File: config.mk
export PLATFORM = sky130hd
export DESIGN_NAME = u110_pci_arbiter
export DESIGN_NICKNAME = d
export VERILOG_FILES = /design/src/rtl/u110_pci_arbiter.sv
export SDC_FILE = /design/constraint.sdc
export NUM_CORES = 1
export LEC_CHECK = 0
export CORE_MARGIN = 10
export CORE_UTILIZATION = 45
export DETAILED_ROUTE_END_ITERATION = 16
export PLACE_DENSITY = 0.67
export REMOVE_ABC_BUFFERS = 1
export SLEW_MARGIN = 30
export SYNTH_ARGS = -nofsm -noshare
export SYNTH_HDL_FRONTEND = slang
export SYNTH_SLANG_ARGS = --single-unit
File: constraint.sdc
create_clock -name CLK33 -period 12.2 [get_ports CLK33]
set_clock_uncertainty 0.2 [all_clocks]
set_input_delay 2.44 -clock CLK33 [delete_from_list [all_inputs] [get_ports CLK33]]
set_output_delay 2.44 -clock CLK33 [all_outputs]
set_load 0.01 [all_outputs]
File: src/rtl/u110_pci_arbiter.sv
// u110_pci_arbiter
//   Central PCI bus arbiter. It grants the shared bus to one of NUM_REQ slot
//   initiators or to the Amiga host initiator (index NUM_REQ). Ownership
//   rotates round-robin, and the bus parks on the host when nobody requests.
//   A granted master that leaves the bus idle for TIMEOUT clocks while still
//   requesting loses its grant.
//
// Ports
//   CLK33       PCI clock, the only clock
//   RESETn      synchronous active-low reset
//   REQn        slot requests, active-low
//   HOST_REQn   host request, active-low
//   FRAMEn      PCI FRAME#, sampled on posedge
//   IRDYn       PCI IRDY#, sampled on posedge
//   GNTn        slot grants, active-low, registered
//   HOST_GNTn   host grant, active-low, registered (low while parked)
//   ARB_OWNER   index of the current or last grantee (0..NUM_REQ), registered
//   ARB_PARKED  host holds the grant while not requesting
module u110_pci_arbiter #(
    parameter int NUM_REQ = 4,
    parameter int TIMEOUT = 16
) (
    input  logic               CLK33,
    input  logic               RESETn,
    input  logic [NUM_REQ-1:0] REQn,
    input  logic               HOST_REQn,
    input  logic               FRAMEn,
    input  logic               IRDYn,
    output logic [NUM_REQ-1:0] GNTn,
    output logic               HOST_GNTn,
    output logic [2:0]         ARB_OWNER,
    output logic               ARB_PARKED
);

    localparam int NM = NUM_REQ + 1;
    localparam int CW = (TIMEOUT > 1) ? $clog2(TIMEOUT) : 1;
    localparam logic [CW-1:0] CNT_LAST = CW'(TIMEOUT - 1);
    localparam logic [2:0]    HOST_IDX = 3'(NUM_REQ);

    typedef enum logic [1:0] {
        S_NOGNT   = 2'd0,
        S_GRANTED = 2'd1,
        S_OWNED   = 2'd2,
        S_REMOVE  = 2'd3
    } state_t;

    state_t          state_q, state_d;
    logic [2:0]      owner_q, owner_d;
    logic [CW-1:0]   cnt_q, cnt_d;
    logic [NM-1:0]   gnt_q, gnt_d;

    // Active-high request vector, host in the top bit.
    logic [NM-1:0]   req;
    logic [NM-1:0]   owner_oh;
    logic            bus_idle;
    logic            owner_req;
    logic            other_req;

    assign req       = {~HOST_REQn, ~REQn};
    assign bus_idle  = FRAMEn & IRDYn;
    assign owner_oh  = NM'(1) << owner_q;
    assign owner_req = |(req & owner_oh);
    assign other_req = |(req & ~owner_oh);

    // Round-robin winner: rotate the doubled request vector so that bit 0 is
    // ARB_OWNER+1, take the lowest set bit, and map it back modulo NM.
    logic [2*NM-1:0] rot2;
    logic [NM-1:0]   rot;
    logic [3:0]      first_m;
    logic [3:0]      sum_raw;
    logic [2:0]      wsel;
    logic [2:0]      winner;

    always_comb begin
        rot2    = {req, req} >> ({1'b0, owner_q} + 4'd1);
        rot     = rot2[NM-1:0];
        first_m = 4'd0;
        for (int m = NM - 1; m >= 0; m--) begin
            if (rot[m]) first_m = 4'(m);
        end
        sum_raw = {1'b0, owner_q} + 4'd1 + first_m;
        wsel    = (sum_raw >= 4'(NM)) ? 3'(sum_raw - 4'(NM)) : 3'(sum_raw);
        winner  = (|rot) ? wsel : HOST_IDX;
    end

    // State register
    always_ff @(posedge CLK33) begin
        if (!RESETn) begin
            state_q <= S_NOGNT;
            owner_q <= HOST_IDX;
            cnt_q   <= '0;
            gnt_q   <= '1;
        end else begin
            state_q <= state_d;
            owner_q <= owner_d;
            cnt_q   <= cnt_d;
            gnt_q   <= gnt_d;
        end
    end

    // Next-state logic
    always_comb begin
        state_d = state_q;
        owner_d = owner_q;
        cnt_d   = cnt_q;
        case (state_q)
            S_NOGNT: begin
                state_d = S_GRANTED;
                owner_d = winner;
                cnt_d   = '0;
            end
            S_GRANTED: begin
                if (!FRAMEn) begin
                    state_d = S_OWNED;
                end else if (bus_idle && other_req && !owner_req) begin
                    state_d = S_NOGNT;
                end else if (bus_idle && owner_req) begin
                    // A requesting owner that never starts loses the grant;
                    // the round-robin search then naturally skips it once.
                    if (cnt_q == CNT_LAST) state_d = S_NOGNT;
                    else                   cnt_d   = cnt_q + CW'(1);
                end
            end
            S_OWNED: begin
                // Preemption drops the grant immediately; the owner finishes
                // under its own latency timer while we wait in REMOVE.
                if (other_req)                   state_d = S_REMOVE;
                else if (bus_idle && !owner_req) state_d = S_NOGNT;
            end
            S_REMOVE: begin
                if (bus_idle) state_d = S_NOGNT;
            end
            default: state_d = S_NOGNT;
        endcase
        if (!FRAMEn) cnt_d = '0;
    end

    // Output logic: grants follow the next state so they change at the same
    // edge as the state they reflect.
    always_comb begin
        gnt_d = '1;
        if (state_d == S_GRANTED || state_d == S_OWNED) gnt_d = ~(NM'(1) << owner_d);
    end

    assign GNTn       = gnt_q[NUM_REQ-1:0];
    assign HOST_GNTn  = gnt_q[NUM_REQ];
    assign ARB_OWNER  = owner_q;
    assign ARB_PARKED = (state_q == S_GRANTED || state_q == S_OWNED) &&
                        (owner_q == HOST_IDX) && HOST_REQn;

endmodule

==> impl_metrics.tcl, run 1 <==
set metrics [dict create \
    area_delta_synth_final_pct 15.00 \
    start_kind "primary input" \
    fin_crit_ns 6.946 \
    period_share 0.5694 \
    fin_nets 204 \
    vdd_ir_drop_max_mv 0.1533 \
    post_cts_buffers 0 \
    cts-htree-levels 1 \
    ys_async_sr_fraction 0 \
    drive_gt1_frac 0.07104 \
    critPathKind "in -> reg" \
    cts_buffer_depth 2 \
    cts_buffers 3 \
    final_max_slew_viol_count 0 \
    initial_utilization 0.4622 \
    max_freq_ghz 0.1440 \
    clock_latency_ns 0.27 \
    finalSetupViolations 0 \
    path_buf_inv 3 \
    synth_top_area_frac 0.2036 \
    synth_top_cell_by_area "dfxtp_1" \
    power.share.switching 0.4810 \
    ys_seq_area_frac 0.2036 \
    dieArea_sq_mm 0.005671 \
    postCtsHoldBufs 0 \
    firstDrtPassIters 4 \
    fin_total_pwr_mw 0.3862 \
    p_per_area_mw_per_mm2 244.0 \
    num_antenna_cells 0 \
    holdWs_ns 0.3244 \
    clk_pin_slew_ns 0.08 \
    overflow 0 \
    arrival_ns 6.90 \
    crit_slowest_cell "clkdlybuf4s50_1" \
    hold_viol_final 0 \
    rsz0062_at_grt "false" \
    synth_area_sq_mm 0.001376 \
    critical_path_required_ns 12.15 \
    p_int_mw 0.2004 \
    synth_edf_count 0 \
    drt-vias-per-instance 5.907 \
    yosysUniqueCellTypes 49 \
    p_comb_frac 0.718 \
    leakagePower_nw 0.6356 \
    path_max_fanout 9 \
    coreArea_sq_mm 0.002978 \
    dp_hpwl_um 2518 \
    fin_tns_setup_ns 0 \
    tightest_slew_ns 0.8204 \
    wl_um 3255 \
    p_sw_mw 0.1858 \
    cts_resized 0 \
    crit_family "compound AO/OA/AOI/OAI gates" \
    avgSynthCellArea_sq_um 8.192 \
    synth_most_common_cell "inv_1" \
    worstSetupEndpointType "register" \
    startpoint "HOST_REQn" \
    max_cap_violations 0 \
    drc 0 \
    crit_chain "clkdlybuf4s50_1 > mux2_1 > and2_1 > nor3_1 > o21bai_1 > a31oi_1 > a211oi_1 > a31oi_1 > ha_1 > inv_1 > fa_1 > inv_1 > ha_1 > nand2b_1 > a211oi_1 > o21ai_0 > a211oi_1 > nand2_1 > o21ai_0 > nand3_1" \
    fp.dieW_um 75.31 \
    p_seq_frac 0.200 \
    vias 1276 \
    dr.first_iter.drc_count 90 \
    gp_congestion 0.8279 \
    placed_cells 212 \
    cpMostUsedCell "a211oi_1" \
    num_io_pins 18 \
    run_status "completed" \
    stdcell_count 216 \
    dieHeight_um 75.31 \
    grt_max_degree 19 \
    antenna_found_initial 0 \
    grt_pass1_wl_um 5485 \
    cts_sinks 14 \
    cts-root-buf "clkbuf_4" \
    rows 20 \
    ys_warn_count 0 \
    yosys-top-cells-area "dfxtp_1 (20%), ha_1 (9.1%), mux4_2 (4.9%), mux2i_1 (4.4%), inv_1 (4.4%)" \
    slew_headroom 0.4523 \
    synth_flop_cell "dfxtp_1" \
    grt_usage 0.1183 \
    synth_top_cells_by_count "inv_1 (16), dfxtp_1 (14), nor2_1 (13)" \
    cts_tree "yes" \
    max_stage_delay_ns 0.56 \
    pwr-share-clk 0.083 \
    wl_per_cell_um 15.07 \
    min_path_type "reg -> reg" \
    r2r_start "ARB_OWNER[0]" \
    antenna_left 0 \
    syn_inst 168 \
    grt_pass1_vias 1249 \
    min_from "cnt_q[0]" \
    numPortBuffers 17 \
    ys_seq_elements 14 \
]
==> tightest hold or removal path: stages, from the launching register on <==
cell	delay, ns
dfxtp_1	0.35
nand3_1	0.08
a21oi_1	0.06
==> kinds of logic (layout without fill, tap and decap cells) <==
family                   after synthesis  after routing  synth area share
AO/OA/AOI/OAI                         42             42            0.2200
buffers and inverters                 23             38           0.07636
flip-flops                            14             14            0.2036
multiplexers                          14             14            0.1391
XOR/XNOR                               1              1          0.006365
adder cells (fa/ha/maj)               11             11            0.1055
AND/OR/NAND/NOR                       63             63            0.2491
==> stage by stage <==
step                  util  setup slack, ns  instance area [sq um]
floorplan                -            5.995                   1335
global placement    0.5193            5.121                   1546
detailed placement  0.5193            5.023                   1546
CTS                 0.5315            5.278                   1583
global route        0.5315            4.713                   1583
finish              0.5315            5.254                   1583
==> power by group through the flow <==
stage               logic (mW)  registers [mW]  clock network, mW
finish                   0.277          0.0771             0.0319
global route             0.310          0.0805             0.0357
CTS                      0.275          0.0773             0.0330
detailed placement       0.273          0.0780                  0
global placement         0.262          0.0774                  0
floorplan                0.202          0.0771                  0
==> layer usage <==
| metal | vias to the layer above | track usage | wire length, um |
|---|---|---|---|
| met5 | - | 0 | 0 |
| met4 | 0 | 0.01856 | 0 |
| met3 | 0 | 0.02344 | 117 |
| met2 | 24 | 0.2200 | 1695 |
| met1 | 596 | 0.1375 | 1442 |
| li1 | 656 | - | - |
==> area by class of cell <==
cell class | instances | area [sq um]
Sequential cell | 14 | 280.3
Timing Repair Buffer | 17 | 170.2
Multi-Input combinational cell | 131 | 991.0
Fill cell | 310 | 1395
Tap cell | 33 | 41.29
Clock buffer | 4 | 36.28
Inverter | 17 | 63.81
==> flip-flops by register name, summed over array words and instances (netlist names) <==
name,flops
gnt_q,5
cnt_q,4
ARB_OWNER,3
state_q,2
==> layout by cell type, fill, tap and decap left out, types with 5 or more instances in the layout <==
master	n
a211oi_1	5
a21oi_1	5
clkdlybuf4s50_1	17
dfxtp_1	14
ha_1	10
inv_1	16
mux2i_1	6
nand2_1	10
nand3_1	9
nor2_1	13
nor3_1	5
o21ai_0	5
==> path summary, 6_finish.rpt <==
path                   end  slack (ns)  cells past startpoint
setup / recovery  gnt_q[4]        5.25                     20
hold / removal    cnt_q[0]        0.32                      2
setup reg to reg  gnt_q[4]        7.10                     19
hold reg to reg   cnt_q[0]        0.32                      2
Note: power is estimated with default switching activity, not from simulation.
==> run 2: changes to the inputs <==
==> constraint.sdc (replaced) <==
create_clock -name CLK33 -period 6.8 [get_ports CLK33]
set_clock_uncertainty 0.2 [all_clocks]
set_input_delay 1.36 -clock CLK33 [delete_from_list [all_inputs] [get_ports CLK33]]
set_output_delay 1.36 -clock CLK33 [all_outputs]
set_load 0.01 [all_outputs]
==> impl_metrics.tcl, run 2 (synthesis results as in run 1) <==
set metrics [dict create \
    dp_hpwl_um 2522 \
    worstSetupEndpointType "register" \
    crit_chain "clkdlybuf4s50_1 > mux2_1 > and2_1 > nor3_1 > o21bai_1 > a31oi_1 > a211oi_1 > a31oi_1 > ha_1 > inv_1 > fa_1 > inv_1 > ha_1 > mux2_2 > a2111oi_0 > o21ai_0 > a22oi_1 > nand2_1 > o21ai_0 > nand3_1" \
    crit_family "compound AO/OA/AOI/OAI gates" \
    critical_path_required_ns 6.76 \
    fin_ws_ns 0.8364 \
    period_share 0.8770 \
    finalSetupViolations 0 \
    fillers 294 \
    wl_um 3255 \
    r2r_start "ARB_OWNER[0]" \
    vias 1301 \
    postCtsHoldBufs 0 \
    num_antenna_cells 0 \
    grt_max_degree 19 \
    final_max_slew_viol_count 0 \
    final_util 0.5315 \
    grt_util_met3 0.01563 \
    p_sw_mw 0.3344 \
    power.share.switching 0.4825 \
    max_cap_violations 0 \
    largest_reg_flops 5 \
    rows 20 \
    p_int_mw 0.3587 \
    met1_usage 0.1485 \
    place_ws_ns 0.5646 \
    fin_tns_setup_ns 0 \
    crit_slowest_cell "clkdlybuf4s50_1" \
    path_buf_inv 3 \
    tightest_slew_ns 0.7982 \
    cts-htree-levels 1 \
    p_comb_frac 0.715 \
    min_from "cnt_q[0]" \
    fin_nets 204 \
    cts-root-buf "clkbuf_4" \
    stdcell_count 216 \
    placed_cells 212 \
    path_max_fanout 9 \
    max_freq_ghz 0.1677 \
    gp_congestion 0.8189 \
    vdd_ir_drop_max_mv 0.2987 \
    p_seq_frac 0.199 \
    critPathKind "in -> reg" \
    dieHeight_um 75.31 \
    coreArea_sq_mm 0.002978 \
    grt_pass1_vias 1307 \
    grt_usage 0.1233 \
    rsz0062_at_grt "false" \
    cts_buffers 3 \
    run_status "completed" \
    regToRegSetupSlack_ns 1.64 \
    hold_viol_final 0 \
    numPortBuffers 17 \
    drt-vias-per-instance 6.023 \
    area_delta_synth_final_pct 15.00 \
    clk_pin_slew_ns 0.09 \
    wl_per_cell_um 15.07 \
    firstDrtPassIters 4 \
    drc 0 \
    use_met2 0.2229 \
    holdPathEnd "cnt_q[0]" \
    grt_pass1_wl_um 5699 \
    start_kind "primary input" \
    fin_crit_ns 5.964 \
    dr.first_iter.drc_count 100 \
    most-common-layout-cells "clkdlybuf4s50_1 (17), inv_1 (16), dfxtp_1 (14)" \
    slew_headroom 0.4671 \
    antenna_found_initial 0 \
    initial_utilization 0.4622 \
    multi_input_area_sq_um 991.0 \
    top_register "gnt_q" \
    reg2reg_depth 19 \
    cts_sinks 14 \
    leakagePower_nw 0.6356 \
    final_common_cell "clkdlybuf4s50_1" \
    min_path_type "reg -> reg" \
    cts_tree "yes" \
    fp.dieW_um 75.31 \
    cts_buffer_depth 2 \
    arrival_ns 5.92 \
    drive_gt1_frac 0.07104 \
    r2r-end "gnt_q[4]" \
    busiest_layer "met2" \
    dieArea_sq_mm 0.005671 \
    overflow 0 \
    num_io_pins 18 \
    cts_resized 0 \
    clock_latency_ns 0.28 \
    post_cts_buffers 0 \
    max_stage_delay_ns 0.58 \
    seqCellArea_sq_um 280.3 \
    p_per_area_mw_per_mm2 437.9 \
    whs_path_depth 2 \
    holdWs_ns 0.3125 \
    antenna_left 0 \
    pwr-share-clk 0.086 \
]
## run 2: cell counts in the layout (fill, tap and decap cells not counted)
Identical to the previous run, type by type.
## run 2: area by class of cell
cell class                 count  share of cell area
multi-input combinational    131              0.6261
sequential                    14              0.1771
timing repair buffer          17              0.1075
inverter                      17             0.04032
tap                           33             0.02609
clock buffer                   4             0.02292
## run 2: metal layers
layer	wire length, um	up-vias	part of all wire
met4	21	0	0.0065
met3	99	2	0.030
met1	1439	619	0.44
li1	-	654	-
met5	0	-	0
met2	1695	26	0.52
## run 2: worst max path at each step
stage / slack [ns] / cells after the start / end / startpoint
floorplan: 1.68 / 19 / gnt_q[4] / HOST_REQn
global placement: 0.74 / 20 / gnt_q[4] / HOST_REQn
detailed placement: 0.56 / 20 / gnt_q[4] / HOST_REQn
CTS: 0.83 / 20 / gnt_q[4] / HOST_REQn
global route: 0.25 / 20 / gnt_q[4] / HOST_REQn
finish: 0.84 / 20 / gnt_q[4] / HOST_REQn
## run 2: tightest hold or removal path, delay by kind of cell, from the launching register on
kind             cells  cell delay, ns
flip-flops           1            0.34
AO/OA/AOI/OAI        1            0.05
AND/OR/NAND/NOR      1            0.07
## run 2: stage by stage
stage	power, mW	area, sq um
after detailed placement	0.6299	1546
after floorplan	0.5011	1335
final	0.6931	1583
after global routing	0.7711	1583
after CTS	0.6912	1583
after global placement	0.6081	1546
## run 2: power groups by stage
| stage | sequential [mW] | clock, mW | combinational [mW] |
|---|---|---|---|
| global route | 0.145 | 0.0654 | 0.560 |
| detailed placement | 0.141 | 0 | 0.489 |
| CTS | 0.139 | 0.0608 | 0.492 |
| floorplan | 0.138 | 0 | 0.363 |
| finish | 0.138 | 0.0599 | 0.495 |
| global placement | 0.139 | 0 | 0.469 |
